[config.mk]
export PLATFORM = sky130hd
export DESIGN_NAME = pipe_skid_buffer
export DESIGN_NICKNAME = d
export VERILOG_FILES = /design/src/rtl/pipe_pkg.sv /design/src/rtl/pipe_data_reg.sv /design/src/rtl/pipe_skid_buffer.sv
export SDC_FILE = /design/constraint.sdc
export NUM_CORES = 1
export LEC_CHECK = 0
export ABC_AREA = 1
export CELL_PAD_IN_SITES_DETAIL_PLACEMENT = 0
export CELL_PAD_IN_SITES_GLOBAL_PLACEMENT = 1
export CORE_ASPECT_RATIO = 1.25
export CORE_MARGIN = 3
export CORE_UTILIZATION = 37
export DETAILED_ROUTE_END_ITERATION = 8
export PLACE_DENSITY = 0.82
export SYNTH_ARGS = -nofsm -noshare
export SYNTH_HDL_FRONTEND = slang
export SYNTH_HIERARCHICAL = 1
export SYNTH_SLANG_ARGS = --single-unit
[constraint.sdc]
create_clock -name clk -period 2.05 [get_ports clk]
set_input_delay 0.3075 -clock clk [delete_from_list [all_inputs] [get_ports clk]]
set_output_delay 0.3075 -clock clk [all_outputs]
set_load 0.01 [all_outputs]
[src/rtl/pipe_pkg.sv]
// Shared types and constants for the elastic pipeline-stage register.
package pipe_pkg;

  typedef enum logic [1:0] {
    EMPTY = 2'd0,
    ONE   = 2'd1,
    FULL  = 2'd2
  } state_e;

  // MIPS "sll $0,$0,0": the word a squashed or empty stage presents downstream.
  localparam logic [31:0] NOP_WORD = 32'h0000_0000;

endpackage

[src/rtl/pipe_data_reg.sv]
// WIDTH-wide enable flop with asynchronous active-low reset to RST_VAL.
module pipe_data_reg #(
  parameter int unsigned      WIDTH   = 32,
  parameter logic [WIDTH-1:0] RST_VAL = '0
) (
  input  logic             clk,
  input  logic             rst_n,
  input  logic             en,
  input  logic [WIDTH-1:0] d,
  output logic [WIDTH-1:0] q
);

  // NOTE: payload registers are reset (not left uninitialised like RAM) because
  // an empty stage must present the NOP on its output from the first cycle.
  always_ff @(posedge clk or negedge rst_n) begin
    if (!rst_n) begin
      q <= RST_VAL;
    end else if (en) begin
      // NOTE: non-blocking so every flop samples pre-edge values regardless of order.
      q <= d;
    end
  end

endmodule

[src/rtl/pipe_skid_buffer.sv]
// Two-entry elastic pipeline register (main + skid) with registered ready,
// synchronous flush and occupancy report.
module pipe_skid_buffer
  import pipe_pkg::*;
#(
  parameter int unsigned      WIDTH     = 32,
  parameter logic [WIDTH-1:0] FLUSH_VAL = WIDTH'(NOP_WORD)
) (
  input  logic             clk,
  input  logic             rst_n,
  input  logic             in_valid,
  output logic             in_ready,
  input  logic [WIDTH-1:0] in_data,
  output logic             out_valid,
  input  logic             out_ready,
  output logic [WIDTH-1:0] out_data,
  input  logic             flush,
  output logic [1:0]       occupancy
);

  state_e           state, state_nxt;
  logic             in_ready_q, out_valid_q;
  logic             in_fire, out_fire;
  logic             main_en, skid_en;
  logic [WIDTH-1:0] main_d, skid_d, main_q, skid_q;

  assign in_fire  = in_valid & in_ready_q;
  assign out_fire = out_valid_q & out_ready;

  always_comb begin
    // NOTE: every output of this block gets a default first so no path infers a latch.
    state_nxt = state;
    main_en   = 1'b0;
    main_d    = FLUSH_VAL;
    skid_en   = 1'b0;
    skid_d    = FLUSH_VAL;

    if (flush) begin
      // Squash dominates: both registers fall back to the NOP.
      state_nxt = EMPTY;
      main_en   = 1'b1;
      skid_en   = 1'b1;
    end else begin
      case (state)
        EMPTY: begin
          if (in_fire) begin
            state_nxt = ONE;
            main_en   = 1'b1;
            main_d    = in_data;
          end
        end
        ONE: begin
          if (in_fire && out_fire) begin
            main_en = 1'b1;
            main_d  = in_data;
          end else if (in_fire) begin
            state_nxt = FULL;
            skid_en   = 1'b1;
            skid_d    = in_data;
          end else if (out_fire) begin
            state_nxt = EMPTY;
            main_en   = 1'b1;
          end
        end
        FULL: begin
          if (out_fire) begin
            state_nxt = ONE;
            main_en   = 1'b1;
            main_d    = skid_q;
            skid_en   = 1'b1;
          end
        end
        default: begin
          state_nxt = EMPTY;
          main_en   = 1'b1;
          skid_en   = 1'b1;
        end
      endcase
    end
  end

  // Handshake outputs are flops fed from the next state, so neither side sees
  // a combinational path through this stage.
  always_ff @(posedge clk or negedge rst_n) begin
    if (!rst_n) begin
      state       <= EMPTY;
      in_ready_q  <= 1'b1;
      out_valid_q <= 1'b0;
    end else begin
      state       <= state_nxt;
      in_ready_q  <= (state_nxt != FULL);
      out_valid_q <= (state_nxt != EMPTY);
    end
  end

  pipe_data_reg #(
    .WIDTH   (WIDTH),
    .RST_VAL (FLUSH_VAL)
  ) u_main_reg (
    .clk   (clk),
    .rst_n (rst_n),
    .en    (main_en),
    .d     (main_d),
    .q     (main_q)
  );

  pipe_data_reg #(
    .WIDTH   (WIDTH),
    .RST_VAL (FLUSH_VAL)
  ) u_skid_reg (
    .clk   (clk),
    .rst_n (rst_n),
    .en    (skid_en),
    .d     (skid_d),
    .q     (skid_q)
  );

  assign in_ready  = in_ready_q;
  assign out_valid = out_valid_q;
  assign out_data  = main_q;
  assign occupancy = state;

endmodule
==> results.md <==
- CP max-delay cell: clkdlybuf4s50_1
- Number of port buffers: 72
- Status: finished, final reports clean
- Gpl congestion: 0.761
- Avg WL per Cell: 12.6 microns
- Final setup vio count: 0
- Min Hold Slack: 0.0798 ns
- Grt ovf: 0
- Final Max Slew Viols: 0
- Worst r2r src: in_ready$_DFF_PN1_
- Max_cap viols: 0
- Synth top area cells: dfrtp_1 44%, nand2_1 24%, nor2_1 6.6%
- Mapped Nets: 551
- Post-synth EDFFs: 0
- Drt via density: 4.55
- # hold bufs at CTS: 0
- Initial antenna violation count: 0
- I/O pin cnt: 73
- Startpoint Class: flip-flop
- Finished Layout Cells: 712
- Synth unique cells: 22
- Pleak: 2.45 nW
- Crit path capture type: primary output
- Top-area cell type share of the netlist area: 44.4%
- Fin crit share: 82.6%
- Final #Nets: 618
- FP Rows: 40
- Crit-path cells: clkdlybuf4s50_1
- Post-Syn Area: 3780 sq um
- Clk sinks: 68
- Fmax: 590 MHz
- Vias in the first global route: 3,203
- Cts bufs inserted: 9
- Pre-Repair DR Iteration Count: 4
- CP bufs+invs: 1
- Antenna viol nets, final: 0
- CTS H-tree lvls: 3
- Yosys Warn Count: 6
- Critical path endpoint: occupancy[1]
- FF-to-FF setup slack: 0.50 ns
- Arrival time worst endpoint: 1.39 ns
- Root Buffer: clkbuf_16
- Worst-path fanout max: 5
- Total length of routed wires: 8.98 mm
- Clk_skew: 0.00454 ns
- Cells after Synth: 514
- CTS tree: done
- Register area share after synthesis: 45.1%
- Die area: 11,500 sq um
- Diodes inserted: 0
- Async SR Flop Fraction: 100%
- Final HPWL DP: 5.99 mm
- DRC: 0
- Area of the core: 9810 sq um
- RR Endpoint: u_skid_reg/q[27]$_DFFE_PN0P_
- Die Wd: 96.4 microns
- Ys flop type: dfrtp_1
- Setup TNS: 0 ns
- Initial Utilization: 38.5%
- Clock transition at path regs: 0.05 ns
- Area delta synth->final: 24.6%
- Largest net degree at the start of global routing: 69
- Worst setup path start: occupancy[1]$_DFF_PN0_
- Layout cells sized above 1: 12.1%
- Hold Path Class: in -> async
- Largest stage delay, worst path: 0.60 ns
- Postcts setup bufs: 0
- Overall Global Routing Usage: 17.4%
- Delay-heaviest family, CP: buffers and inverters
- Number of synthesized register bits: 68
- PwrDens: 745 nW/um^2
- Unrepaired setup endpoints after global routing: no
- Placed cell count: 696
- Via count: 3,241
- CP Depth: 1
- PostCTS Resize Cnt: 0
- CP Data Required Time: 1.74 ns
- Die Ht: 119 microns
- Post-layout util: 48.0%
- Hold Vio Cnt, Final: 0
- CTS max path bufs: 2
- Relative slew slack: 42.5%
- Peak supply drop: 0.447 mV
- Tmin final: 1.69 ns
- First-pass GRT wire length: 15.5 mm
- Slew @ Worst Pin: 0.862 ns
- Worst-Skew Late Latency: 0.33 ns
- Synth area leader: dfrtp_1
- Initial DRC Count: 126
- Syn_area_per_cell: 7.35 sq um
- Crit path kind: reg -> out
- R2r worst-path depth: 8
-- synthesized netlist by cell type, types with 2 or more instances --
cell type / instances
a21oi_1: 23
a21oi_2: 10
buf_12: 2
buf_2: 3
buf_6: 11
clkbuf_1: 3
clkbuf_8: 9
dfrtp_1: 67
inv_1: 38
inv_8: 2
nand2_1: 244
nand2_2: 24
nand3_1: 3
nor2_1: 66
nor2_4: 2
-- report_power, final --
group / internal, W / switching [W] / leakage, nW
Sequential: 0.00142 / 0.0000456 / 0.931
Combinational: 0.000274 / 0.000377 / 1.40
Clock: 0.000847 / 0.000548 / 0.129
-- cells by family after synthesis --
family	after synthesis	synth area share, %
flops	68	45.1
buf+inv	71	13.3
compound gates	34	5.50
simple gates	341	36.1
-- layer usage --
| metal | track usage [%] | wire length, microns |
|---|---|---|
| met1 | 21.8 | 3970 |
| met2 | 28.3 | 4340 |
| met3 | 2.84 | 416 |
| met4 | 9.12 | 251 |
| met5 | 0 | 0 |
-- placed cells by master, fill, tap and decap left out, types with 2 or more instances in the layout --
cell and instances:
inv_8 2, nand2_2 24, clkinvlp_4 2, nand3_1 2
inv_1 38, clkbuf_16 9, nand2_1 244, a21oi_1 23
buf_4 14, a21oi_2 10, clkdlybuf4s50_1 70, clkbuf_1 2
nor2_1 66, nor2_4 2, clkinv_2 2, dfrtp_1 67
-- worst min path at each step --
stage	to	slack [ns]	cells past startpoint
final	u_main_reg/q[23]$_DFFE_PN0P_	0.08	1
after global routing	u_main_reg/q[23]$_DFFE_PN0P_	0.16	1
after CTS	u_skid_reg/q[22]$_DFFE_PN0P_	0.13	1
after detailed placement	u_main_reg/q[11]$_DFFE_PN0P_	0.46	2
after global placement	u_skid_reg/q[27]$_DFFE_PN0P_	0.45	2
after floorplan	occupancy[0]$_DFF_PN0_	0.01	0
-- sequential cells by signal, indices dropped and copies added, names as in the netlist --
register	flops
out_valid	1
u_main_reg/q	32
occupancy	2
in_ready	1
u_skid_reg/q	32
-- stage by stage --
stage	cell area (sq um)	power [W]	worst slack, ns
2_1_floorplan	3780	0.00191	0.534
3_3_place_gp	4440	0.00214	0.183
3_5_place_dp	4440	0.00215	0.189
4_1_cts	4710	0.00356	0.332
5_1_grt	4710	0.00370	0.290
6_report	4710	0.00351	0.356
-- cell type report --
type	instances	area, sq um
inverter	41	169
clock inverter	4	25.0
fill	1046	5100
sequential	68	1700
multi-input combinational	375	1580
timing repair buffer	86	831
clock buffer	12	246
tap	126	158
(Power assumes the default switching activity.)
